[src/rtl/drap_pkg.sv]
// Shared DRAP decode constants: opcodes, ALUOp encodings and the bubble word.
package drap_pkg;

  localparam logic [5:0] OP_RTYPE = 6'b000000;
  localparam logic [5:0] OP_LW    = 6'b100011;
  localparam logic [5:0] OP_SW    = 6'b101011;
  localparam logic [5:0] OP_BEQ   = 6'b000100;
  localparam logic [5:0] OP_ADDI  = 6'b001000;
  localparam logic [5:0] OP_J     = 6'b000010;

  localparam logic [1:0] ALU_ADD   = 2'b00;
  localparam logic [1:0] ALU_SUB   = 2'b01;
  localparam logic [1:0] ALU_FUNCT = 2'b10;

  // Decodes as R-type sll $0,$0,0, so a bubble is architecturally harmless.
  localparam logic [31:0] NOP_WORD = 32'h0000_0000;

endpackage

[src/rtl/drap_main_ctrl.sv]
// Combinational opcode-to-control decoder; every output is forced low when valid is low.
module drap_main_ctrl
  import drap_pkg::*;
(
  input  logic [5:0] opcode,
  input  logic       valid,
  output logic       reg_dst,
  output logic       alu_src,
  output logic       mem_to_reg,
  output logic       reg_write,
  output logic       mem_read,
  output logic       mem_write,
  output logic       branch,
  output logic       jump,
  output logic       illegal,
  output logic [1:0] alu_op
);

  always_comb begin
    reg_dst    = 1'b0;
    alu_src    = 1'b0;
    mem_to_reg = 1'b0;
    reg_write  = 1'b0;
    mem_read   = 1'b0;
    mem_write  = 1'b0;
    branch     = 1'b0;
    jump       = 1'b0;
    illegal    = 1'b0;
    alu_op     = ALU_ADD;
    if (valid) begin
      case (opcode)
        OP_RTYPE: begin
          reg_dst   = 1'b1;
          reg_write = 1'b1;
          alu_op    = ALU_FUNCT;
        end
        OP_LW: begin
          alu_src    = 1'b1;
          mem_to_reg = 1'b1;
          reg_write  = 1'b1;
          mem_read   = 1'b1;
        end
        OP_SW: begin
          alu_src   = 1'b1;
          mem_write = 1'b1;
        end
        OP_BEQ: begin
          branch = 1'b1;
          alu_op = ALU_SUB;
        end
        OP_ADDI: begin
          alu_src   = 1'b1;
          reg_write = 1'b1;
        end
        OP_J:    jump    = 1'b1;
        default: illegal = 1'b1;
      endcase
    end
  end

endmodule

[src/rtl/drap_ifid_decode.sv]
// DRAP IF/ID pipeline register with stall/flush, jump-shadow squash, bubble counter and decode.
module drap_ifid_decode #(
  parameter int                 DATA_W   = 32,
  parameter int                 CNT_W    = 16,
  parameter logic [DATA_W-1:0] NOP_WORD = drap_pkg::NOP_WORD
) (
  input  logic              clk,
  input  logic              rst,
  input  logic [DATA_W-1:0] PC_in,
  input  logic [DATA_W-1:0] instr_in,
  input  logic              stall,
  input  logic              flush,
  output logic [DATA_W-1:0] PC_id,
  output logic [DATA_W-1:0] instr_id,
  output logic              valid_id,
  output logic [29:0]       sign_ext_out,
  output logic [25:0]       jaddr_out,
  output logic              Br_out,
  output logic              jmp_out,
  output logic [4:0]        rs,
  output logic [4:0]        rt,
  output logic [4:0]        rd,
  output logic              RegDst,
  output logic              ALUSrc,
  output logic              MemtoReg,
  output logic              RegWrite,
  output logic              MemRead,
  output logic              MemWrite,
  output logic [1:0]        ALUOp,
  output logic              illegal,
  output logic [CNT_W-1:0]  bubble_cnt
);

  logic [DATA_W-1:0] pc_reg;
  logic [DATA_W-1:0] instr_reg;
  logic              valid_reg;
  logic [CNT_W-1:0]  bubble_cnt_reg;
  logic [CNT_W-1:0]  bubble_cnt_next;
  logic              squash;

  // The word behind a live jump is the sequential PC+1 fetch; there is no delay slot.
  assign squash = valid_reg && (instr_reg[31:26] == drap_pkg::OP_J);

  assign bubble_cnt_next = (&bubble_cnt_reg) ? bubble_cnt_reg
                                             : bubble_cnt_reg + {{(CNT_W-1){1'b0}}, 1'b1};

  always_ff @(posedge clk) begin
    if (!rst) begin
      pc_reg         <= '0;
      instr_reg      <= NOP_WORD;
      valid_reg      <= 1'b0;
      bubble_cnt_reg <= '0;
    end else if (flush || (!stall && squash)) begin
      pc_reg         <= PC_in;
      instr_reg      <= NOP_WORD;
      valid_reg      <= 1'b0;
      bubble_cnt_reg <= bubble_cnt_next;
    end else if (!stall) begin
      pc_reg    <= PC_in;
      instr_reg <= instr_in;
      valid_reg <= 1'b1;
    end
  end

  assign PC_id      = pc_reg;
  assign instr_id   = instr_reg;
  assign valid_id   = valid_reg;
  assign bubble_cnt = bubble_cnt_reg;

  assign sign_ext_out = valid_reg ? {{14{instr_reg[15]}}, instr_reg[15:0]} : 30'd0;
  assign jaddr_out    = instr_reg[25:0];
  assign rs           = valid_reg ? instr_reg[25:21] : 5'd0;
  assign rt           = valid_reg ? instr_reg[20:16] : 5'd0;
  assign rd           = valid_reg ? instr_reg[15:11] : 5'd0;

  drap_main_ctrl u_main_ctrl (
    .opcode     (instr_reg[31:26]),
    .valid      (valid_reg),
    .reg_dst    (RegDst),
    .alu_src    (ALUSrc),
    .mem_to_reg (MemtoReg),
    .reg_write  (RegWrite),
    .mem_read   (MemRead),
    .mem_write  (MemWrite),
    .branch     (Br_out),
    .jump       (jmp_out),
    .illegal    (illegal),
    .alu_op     (ALUOp)
  );

endmodule

[config.mk]
export PLATFORM = sky130hd
export DESIGN_NAME = drap_ifid_decode
export DESIGN_NICKNAME = d
export VERILOG_FILES = /design/src/rtl/drap_pkg.sv /design/src/rtl/drap_main_ctrl.sv /design/src/rtl/drap_ifid_decode.sv
export SDC_FILE = /design/constraint.sdc
export NUM_CORES = 1
export LEC_CHECK = 0
export ABC_AREA = 1
export CORE_MARGIN = 1.5
export CORE_UTILIZATION = 38
export CTS_CLUSTER_DIAMETER = 200
export DETAILED_ROUTE_END_ITERATION = 7
export PLACE_DENSITY = 0.89
export SYNTH_ARGS = -nofsm -noshare
export SYNTH_HDL_FRONTEND = slang
export SYNTH_SLANG_ARGS = --single-unit
[constraint.sdc]
create_clock -name clk -period 2.3 [get_ports clk]
set_clock_uncertainty 0.2 [all_clocks]
set_input_delay 0.575 -clock clk [delete_from_list [all_inputs] [get_ports clk]]
set_output_delay 0.575 -clock clk [all_outputs]
set_load 0.005 [all_outputs]
==> qor.yml, run 1 <==
outcome:
  outcome: "finished with violations"
  violations: "setup timing"
placement:
  io_buffers: 230
  dp.cells: 899
  dp_hpwl_um: 9030
  gp_congestion: 0.862
yosys:
  synthMuxAreaShare: 0
  yosysWarnings: 0
  synth_fp_nets: 657
  synthSimpleGateAreaFrac: 0.295
  yosysMostFrequentCell: "nand2_1"
  synth_fa_ha_area_frac: 0.00314
  synth_top_area_frac: 0.407
  synth_edf_count: 0
  ys_async_sr_fraction: 0
  ys_ff_latch: 81
  synthTopCellsByCount: "151 x nand2_1, 98 x nor2_1, 81 x dfxtp_1, 51 x buf_4, 51 x inv_1"
  synth_largest_area_cell: "dfxtp_1"
  ys_seq_area_frac: 0.407
  synth_top_family_by_area: "simple AND/OR/NAND/NOR gates"
  syn_avg_cell_area_sq_um: 6.77
  synth-xor-area-share: 0.0154
  synth_compound_area_frac: 0.103
  yosys-top-cells-area: "dfxtp_1 41%, nand2_1 14%, buf_4 9.6%"
  synth_ff_type: "dfxtp_1"
  syn-cell-area_sq_um: 3980
  synth_cell_types: 28
  syn_inst: 588
clock_network:
  clockRootBuffer: "clkbuf_8"
  cts_tree: "done"
  h-tree-depth: 3
  clock-sinks: 81
  clk_pin_slew_ns: 0.09
  cts_buffer_depth: 2
  worstSkewPairLatency_ns: 0.35
  numCtsBuffers: 9
  cts_hold_buf: 0
route:
  antenna_left: 0
  route.detailed.drc: 0
  detail_route.vias_per_cell: 4.65
  firstDrtPassIters: 4
  num_vias: 4328
  drt_iter0_drc: 233
  wire_per_inst_um: 13.4
  routed_wl_um: 12400
critical_path:
  r2r_setup_slack_ns: 0.31
  crit_fanout: 3
  critPathKind: "register to output pin"
  reg2reg_depth: 8
  crit_end: "illegal"
  cp-end-kind: "output pin"
  r2r-start: "bubble_cnt[1]"
  max_stage_delay_ns: 0.35
  crit_start: "instr_id[27]"
  cp_cell_sequence: "buf_6 > inv_4 > nand2_4 > nor2_4 > nand3_2 > nand2_1 > nor4_2 > buf_2"
  cp_slowest_cell: "dfxtp_2"
  start_kind: "register"
  critPathArrivalTime_ns: 1.55
  timing.rr.end: "bubble_cnt[9]"
  required_ns: 1.52
pwr:
  pwr-share-seq: 0.451
  power_density_nw_per_um2: 505
  power_switching_w: 0.000799
  internal-power_w: 0.00255
  vdd_ir_drop_max_v: 0.000344
  fin_total_pwr_w: 0.00335
  clkPwrFrac: 0.379
  p_comb_frac: 0.169
  p_leak_nw: 3.18
  switching_share: 0.239
cells_and_area:
  final_core_util: 0.649
  finalNonFillerCells: 930
  regArea_sq_um: 1630
  fillCellCount: 883
  layout.nets: 858
  diodes: 0
  area.growth.synth_to_final_pct: 66.7
  multi_input_area_sq_um: 1720
  drive_above_1_share: 0.117
floorplanning:
  die_w_um: 105
  start_util: 0.389
  core-area_sq_um: 10200
  dieArea_sq_um: 11100
  rows: 37
  die_h_um: 105
  ioPinCount: 231
min_path:
  hold_class: "register to register"
sta:
  drv_slew: 0
  relSlewSlack: 0.692
  finalSetupViolations: 1
  rsz0062_at_grt: "yes"
  setup_slack_ns: -0.0286
  period_minus_slack_ns: 2.33
  hold_ws_ns: 0.286
  max_freq_mhz: 429
  worst_pin_slew_ns: 0.461
  fin_crit_sh: 1.01
  hold_violations: 0
global_route:
  antenna_found_initial: 0
  overflow: 0
  grt_usage: 0.218
  grt_max_degree: 36
  grt_pass1_vias: 3983
  grt_pass1_wl_um: 19200
flow_run:
  maxCapViolations: 0
[how the worst min path moves through the flow]
| stage | from | end | slack, ns | cells after the start |
|---|---|---|---|---|
| CTS | PC_id[28] | PC_id[28] | 0.29 | 2 |
| global route | PC_id[7] | PC_id[7] | 0.31 | 2 |
| floorplan | instr_id[21] | instr_id[21] | 0.28 | 2 |
| finish | PC_id[28] | PC_id[28] | 0.29 | 2 |
| detailed placement | PC_id[28] | PC_id[28] | 0.27 | 2 |
| global placement | PC_id[5] | PC_id[5] | 0.26 | 2 |
[layer usage]
layer	wire length, um	GRT usage	share of wire
met1	4930	0.232	0.40
met2	6190	0.395	0.50
met3	1080	0.0717	0.087
met4	240	0.0890	0.019
met5	0	0	0
[power groups by stage]
| stage | Clock (W) | Sequential, W | Combinational (W) |
|---|---|---|---|
| finish | 0.00127 | 0.00151 | 0.000567 |
| global route | 0.00137 | 0.00152 | 0.000617 |
| detailed placement | 0 | 0.00155 | 0.000529 |
| floorplan | 0 | 0.00155 | 0.000199 |
| CTS | 0.00131 | 0.00151 | 0.000556 |
| global placement | 0 | 0.00154 | 0.000521 |
[per-stage QoR]
| stage | cell area (sq um) | setup WS [ns] | setup TNS [ns] |
|---|---|---|---|
| floorplan | 3980 | 0.0615 | 0 |
| global placement | 6150 | 0.0396 | 0 |
| detailed placement | 6150 | -0.0469 | -0.0469 |
| CTS | 6540 | -0.0789 | -0.248 |
| global route | 6640 | -0.121 | -0.524 |
| finish | 6640 | -0.0286 | -0.0286 |
[cell families after synthesis]
logic type               count (synthesis)
AND/OR/NAND/NOR                        289
adder cells (fa/ha/maj)                  1
flip-flops                              81
XOR/XNOR                                 7
AO/OA/AOI/OAI                           81
buffers and inverters                  129
[worst max-delay path: cells and delay by family, from the launching register on]
family                 cells  cell delay [ns]
buffers and inverters      3             0.32
and+or+nand+nor            5             0.52
DFF                        1             0.35
[layout make-up]
type | instances | share of cell area
Inverter | 54 | 0.0315
Tap cell | 136 | 0.0256
Clock inverter | 6 | 0.0158
Timing Repair Buffer | 265 | 0.401
Multi-Input combinational cell | 378 | 0.259
Clock buffer | 10 | 0.0207
Sequential cell | 81 | 0.246
[placed cells by master, fill, tap and decap left out, types with 3 or more instances in the layout]
master,count
o21ai_0,32
buf_12,4
clkbuf_8,10
dlymetal6s2s_1,9
a21oi_1,47
clkdlybuf4s50_1,173
nand2_1,147
bufinv_16,3
dfxtp_2,5
buf_2,3
nand4_1,4
clkinv_2,3
nand3_1,23
buf_6,3
dfxtp_1,75
xor2_1,6
clkdlybuf4s15_2,4
nor2_4,3
inv_1,47
inv_2,5
dlygate4sd2_1,40
nor2_1,92
nor2_2,6
nand2_2,4
buf_4,23
[timing repair]
item	4_1_cts	5_1_grt
pin swaps	3	3
hold endpoints to repair	0	0
setup buffers	10	4
resized for setup	87	28
endpoints found under the setup margin	57	18
gates cloned	3	0
No activity file was read; power rests on OpenSTA's default activity.
==> run 2, diff against run 1 <==
CELL_PAD_IN_SITES_DETAIL_PLACEMENT = 1   (was not set)
CELL_PAD_IN_SITES_GLOBAL_PLACEMENT = 1   (was not set)
CORE_UTILIZATION = 25   (was 38)
clock period = 2.2 ns   (was 2.3 ns; I/O delays follow)
==> run 2 against run 1 <==
The flow still finishes with violations (setup timing); count of clock-buffer cells in the layout did not move; global-route usage down 4.1 points; via count increased by 3.2%; power is 12% higher; clock power grew 22%; critical path depth stayed put; setup slack got worse by 0.062 ns; routed wire length up 19%; combinational power increased by 8.5%; sequential share of layout area down 0.60 points; register-to-register slack improved by 0.10 ns; highest routed layer unchanged.
==> qor.yml, run 2 (synthesis gave the netlist of run 1 again) <==
critical_path:
  start_kind: "register"
  cp_cell_sequence: "inv_2 > nand2_2 > nor2_4 > buf_6 > nand3_4 > nand2_2 > nor4_4 > buf_2"
  cp_top_family: "simple AND/OR/NAND/NOR gates"
  path_common_cell: "nand2_2"
  max_stage_delay_ns: 0.36  # about the same
  cp_slowest_cell: "dfxtp_2"
  critPathKind: "register to output pin"
  crit_buf_inv: 3  # unchanged
  crit_fanout: 4  # +1
  critPathArrivalTime_ns: 1.54  # about the same
  required_ns: 1.45  # -0.07 ns
  cp-end-kind: "output pin"
sta:
  drv_slew: 0  # unchanged
  rsz0062_at_grt: "yes"
  fin_crit_sh: 1.04
  finalSetupViolations: 6  # +5
  setup_tns_ns: -0.230  # -0.201 ns
  setup_slack_ns: -0.0910  # -0.0624 ns
  worst_pin_slew_ns: 0.384  # -0.0766 ns
  hold_violations: 0  # unchanged
  max_freq_mhz: 436
  period_minus_slack_ns: 2.29
  relSlewSlack: 0.744  # +0.0517
floorplanning:
  dieArea_sq_um: 16700  # +50%
  die_h_um: 129  # +23%
  ioPinCount: 231  # unchanged
  core-area_sq_um: 15400  # +50%
  die_w_um: 129  # +23%
  rows: 45  # +22%
  start_util: 0.259  # -0.130
global_route:
  grt_max_degree: 34  # -5.6%
  grt_pass1_vias: 4493  # +13%
  grt_pass1_wl_um: 22900  # +19%
  antenna_found_initial: 0  # unchanged
  overflow: 0  # unchanged
  grt_usage: 0.177  # -0.0414
placement:
  io_buffers: 230  # unchanged
  dpl_worst_slack_ns: -0.304  # -0.257 ns
  postPlaceCellArea_sq_um: 6310  # +2.5%
  gp_congestion: 0.791  # -8.3%
  dp.cells: 987  # +9.8%
  dp_hpwl_um: 11300  # +25%
route:
  drt_iter0_drc: 105  # -55%
  firstDrtPassIters: 4  # unchanged
  num_vias: 4468  # +3.2%
  detail_route.vias_per_cell: 4.38  # -5.8%
  antenna_left: 0  # unchanged
  wire_per_inst_um: 14.6  # +8.9%
  route.detailed.drc: 0  # unchanged
  routed_wl_um: 14800  # +19%
pwr:
  vdd_ir_drop_max_v: 0.000319  # -7.4%
  p_leak_nw: 3.03  # -4.8%
  power_density_nw_per_um2: 551  # +9.2%
cells_and_area:
  area.growth.synth_to_final_pct: 71.1
  final_common_cell: "clkdlybuf4s50_1"
  layout.nets: 872  # +1.6%
  fillCellCount: 1906  # +120%
  drive_above_1_share: 0.172  # +0.0549
  postLayoutCellArea_sq_um: 6810  # +2.6%
  mostFrequentLayoutCells: "173 x clkdlybuf4s50_1, 143 x nand2_1, 91 x nor2_1, 73 x dfxtp_1, 46 x a21oi_1"
  diodes: 0  # unchanged
  finalNonFillerCells: 1019  # +9.6%
clock_network:
  numCtsBuffers: 9  # unchanged
  cts_tree: "done"
  cts_hold_buf: 0  # unchanged
  cts_buffer_depth: 2  # unchanged
  worstSkewPairLatency_ns: 0.34  # about the same
  clock-sinks: 81  # unchanged
  clockRootBuffer: "clkbuf_16"
  clk_pin_slew_ns: 0.07  # -0.02 ns
  h-tree-depth: 3  # unchanged
flow_run:
  maxCapViolations: 0  # unchanged
min_path:
  hold_class: "register to register"
outcome:
  violations: "setup timing"
  outcome: "finished with violations"
-- run 2: cell count changes in the layout (fill, tap and decap cells not counted), sizes merged --
cell           change
buf               +24
dlygate4sd2       -23
clkbuf            +13
clkdlybuf4s15      +9
dlymetal6s2s       -9
bufinv             -2
clkinvlp           +2
bufbuf             -1
inv                +1
-- run 2: power breakdown --
part / switching [W] / internal (W) / total (W)
sequential: 0.0000509 / 0.00154 / 0.00159
combinational: 0.000256 / 0.000358 / 0.000615
clock: 0.000642 / 0.000912 / 0.00155
-- run 2: per-stage QoR --
| stage | power [W] | hold slack, ns | utilization |
|---|---|---|---|
| 2_1_floorplan | 0.00183 | 0.278 | - |
| 3_3_place_gp | 0.00218 | 0.261 | 0.410 |
| 3_5_place_dp | 0.00220 | 0.276 | 0.410 |
| 4_1_cts | 0.00381 | 0.287 | 0.441 |
| 5_1_grt | 0.00393 | 0.310 | 0.443 |
| 6_report | 0.00375 | 0.280 | 0.443 |
-- run 2: worst register-to-register path, stage by stage (launching register included) --
cell and delay, ns:
dfxtp_2 0.34, buf_4 0.15, nor2_4 0.09, nand2_1 0.07, nor2_2 0.15, buf_4 0.14
nand3_2 0.10, nand3_1 0.14, buf_12 0.20, a21oi_1 0.10
-- run 2: final timing paths --
kind,slack (ns),cells past startpoint,endpoint,from
worst max-delay path,-0.09,8,illegal,instr_id[26]
worst min-delay path,0.28,2,PC_id[0],PC_id[0]
worst max register to register,0.41,9,instr_id[19],instr_id[31]
worst min register to register,0.28,2,PC_id[0],PC_id[0]
-- run 2: what timing repair did --
action                     4_1_cts  5_1_grt
setup endpoints to repair       56       28
pin swaps                        5        9
cloned                           1        0
buffers inserted                14        2
gates resized for setup        142       57
-- run 2: layout make-up --
type	instances	area (sq um)	area share
Timing Repair Buffer	278	2610	0.384
Multi-Input combinational cell	378	1780	0.261
Sequential cell	81	1630	0.240
Tap cell	211	264	0.0388
Clock buffer	10	239	0.0351
Inverter	54	211	0.0310
Clock inverter	6	65.1	0.00955
Timing Repair inverter	1	7.51	0.00110
-- run 2: per-layer routing --
| metal | global-route usage | vias up | part of all wire |
|---|---|---|---|
| met5 | 0 | - | 0 |
| met4 | 0.0661 | 0 | 0.016 |
| met3 | 0.0669 | 15 | 0.11 |
| met2 | 0.329 | 189 | 0.50 |
| met1 | 0.179 | 2057 | 0.38 |
| li1 | - | 2207 | - |
==> run 3, diff against run 2 <==
CORE_MARGIN = 3   (was 1.5)
==> run 3 against run 2 <==
The flow still finishes with violations (setup timing); routed wire length rose by 3.4%; die area grew 4.7%; critical path depth rose by 1; sequential cell count stayed put; via count is 1.0% lower; critical path type unchanged; largest power group unchanged; sequential share of layout area rose by 0.19 points; critical endpoint is now ALUSrc; count of clock-buffer cells in the layout is the same; maximum frequency is 2.0% higher; cell count shrank 0.69%; combinational power barely moved.
==> qor.yml, run 3 (synthesis gave the netlist of run 1 again) <==
placement:
  dp_hpwl_um: 11400  # +0.98%
  io_buffers: 230  # unchanged
  gp_congestion: 0.753  # -4.8%
cells_and_area:
  mostFrequentLayoutCells: "171 x clkdlybuf4s50_1, 143 x nand2_1, 92 x nor2_1, 73 x dfxtp_1, 47 x a21oi_1"
  diodes: 0  # unchanged
  layout.nets: 865  # -0.80%
  drive_above_1_share: 0.145  # -0.0272
  final_common_cell: "clkdlybuf4s50_1"
  area.growth.synth_to_final_pct: 70.0
min_path:
  whs_path_depth: 2  # unchanged
  whs_endpoint: "PC_id[5]"
  hold_start: "PC_id[5]"
  hold_class: "register to register"
critical_path:
  critPathKind: "register to output pin"
  required_ns: 1.45  # about the same
  cp_slowest_cell: "dfxtp_2"
  path_common_cell: "nand2_2"
  cp_top_family: "buffers and inverters"
  crit_fanout: 3  # -1
  crit_buf_inv: 4  # +1
  r2r-start: "instr_id[30]"
  crit_start: "instr_id[30]"
  reg2reg_depth: 9  # unchanged
  max_stage_delay_ns: 0.32  # -0.04 ns
  start_kind: "register"
  timing.rr.end: "instr_id[22]"
  r2r_setup_slack_ns: 0.39  # -0.02 ns
  critPathArrivalTime_ns: 1.50  # -0.04 ns
  cp-end-kind: "output pin"
  cp_cell_sequence: "inv_2 > nand2_2 > nor2_4 > buf_6 > nand2_2 > nand2_2 > inv_2 > a21oi_2 > buf_2"
floorplanning:
  die_h_um: 132  # +2.3%
  dieArea_sq_um: 17500  # +4.7%
  rows: 45  # unchanged
  core-area_sq_um: 15400  # unchanged
  ioPinCount: 231  # unchanged
  die_w_um: 132  # +2.3%
  start_util: 0.259  # unchanged
route:
  wire_per_inst_um: 15.2  # +4.1%
  num_vias: 4423  # -1.0%
  route.detailed.drc: 0  # unchanged
  firstDrtPassIters: 4  # unchanged
  detail_route.vias_per_cell: 4.37  # -0.32%
  drt_iter0_drc: 93  # -11%
  routed_wl_um: 15400  # +3.4%
  antenna_left: 0  # unchanged
global_route:
  grt_max_degree: 39  # +15%
  overflow: 0  # unchanged
  grt_pass1_wl_um: 24200  # +5.7%
  grt_usage: 0.172  # -0.00506
  antenna_found_initial: 0  # unchanged
  grt_pass1_vias: 4449  # -0.98%
clock_network:
  clockRootBuffer: "clkbuf_16"
  numCtsBuffers: 9  # unchanged
  cts_tree: "done"
  worstSkewPairLatency_ns: 0.35  # about the same
  cts_buffer_depth: 2  # unchanged
  clk_pin_slew_ns: 0.07  # about the same
  clock-sinks: 81  # unchanged
  h-tree-depth: 3  # unchanged
outcome:
  violations: "setup timing"
  outcome: "finished with violations"
sta:
  drv_slew: 0  # unchanged
  hold_violations: 0  # unchanged
  setup_tns_ns: -0.117  # +0.113 ns
  fin_crit_sh: 1.02  # -0.0204
  period_minus_slack_ns: 2.25  # -0.0450 ns
  hold_ws_ns: 0.285  # +0.00526 ns
  relSlewSlack: 0.726  # -0.0172
  setup_slack_ns: -0.0461  # +0.0450 ns
  finalSetupViolations: 5  # -1
  rsz0062_at_grt: "yes"
  max_freq_mhz: 445  # +2.0%
  worst_pin_slew_ns: 0.410  # +0.0257 ns
pwr:
  power_density_nw_per_um2: 551  # about the same
  vdd_ir_drop_max_v: 0.000494  # +55%
  p_leak_nw: 3.12  # +2.8%
flow_run:
  maxCapViolations: 0  # unchanged
[run 3: repair_timing]
action | CTS | global route
hold buffers | 0 | 0
cloned | 2 | 0
resized for setup | 128 | 20
pin swaps | 7 | 10
endpoints found under the setup margin | 58 | 13
setup buffers | 8 | 8
[run 3: metal layers]
metal | vias up | global-route usage | wire length, um
li1 | 2185 | - | -
met1 | 2033 | 0.184 | 6000
met2 | 188 | 0.306 | 7550
met3 | 17 | 0.0809 | 1620
met4 | 0 | 0.0439 | 188
met5 | - | 0 | 0
[run 3: layout make-up]
cell class | instances | area (sq um)
clock inverter | 6 | 66.3
inverter | 54 | 209
fill | 1945 | 8600
multi-input combinational | 378 | 1740
clock buffer | 10 | 229
tap | 211 | 264
sequential | 81 | 1640
timing repair buffer | 272 | 2620
[run 3: tightest hold or removal path: stages (launching register included)]
cell	delay, ns
dfxtp_1	0.33
nor2_1	0.05
nor2_1	0.08
[run 3: report_power, final]
| part | switching (W) | internal (W) | total, W |
|---|---|---|---|
| registers | 0.0000509 | 0.00153 | 0.00159 |
| clock network | 0.000648 | 0.000882 | 0.00153 |
| logic | 0.000255 | 0.000358 | 0.000613 |
| total | 0.000953 | 0.00277 | 0.00373 |
[run 3: worst max-delay path by stage]
stage	end	slack, ns	cells past startpoint
final	ALUSrc	-0.05	9
after global routing	ALUSrc	-0.14	9
after CTS	illegal	-0.19	10
after detailed placement	illegal	-0.23	7
after global placement	ALUSrc	-0.17	8
after floorplan	sign_ext_out[15]	0.1	5
[run 3: through the flow]
step / cells / area, sq um / setup slack [ns] / power [W] / util
4_1_cts: 1006 / 6700 / -0.188 / 0.00378 / 0.436
3_3_place_gp: 980 / 6280 / -0.167 / 0.00218 / 0.409
3_5_place_dp: 980 / 6280 / -0.235 / 0.00219 / 0.409
5_1_grt: 1012 / 6770 / -0.142 / 0.00392 / 0.440
2_1_floorplan: 588 / 3980 / 0.0970 / 0.00183 / -
6_report: 1012 / 6770 / -0.0461 / 0.00373 / 0.440
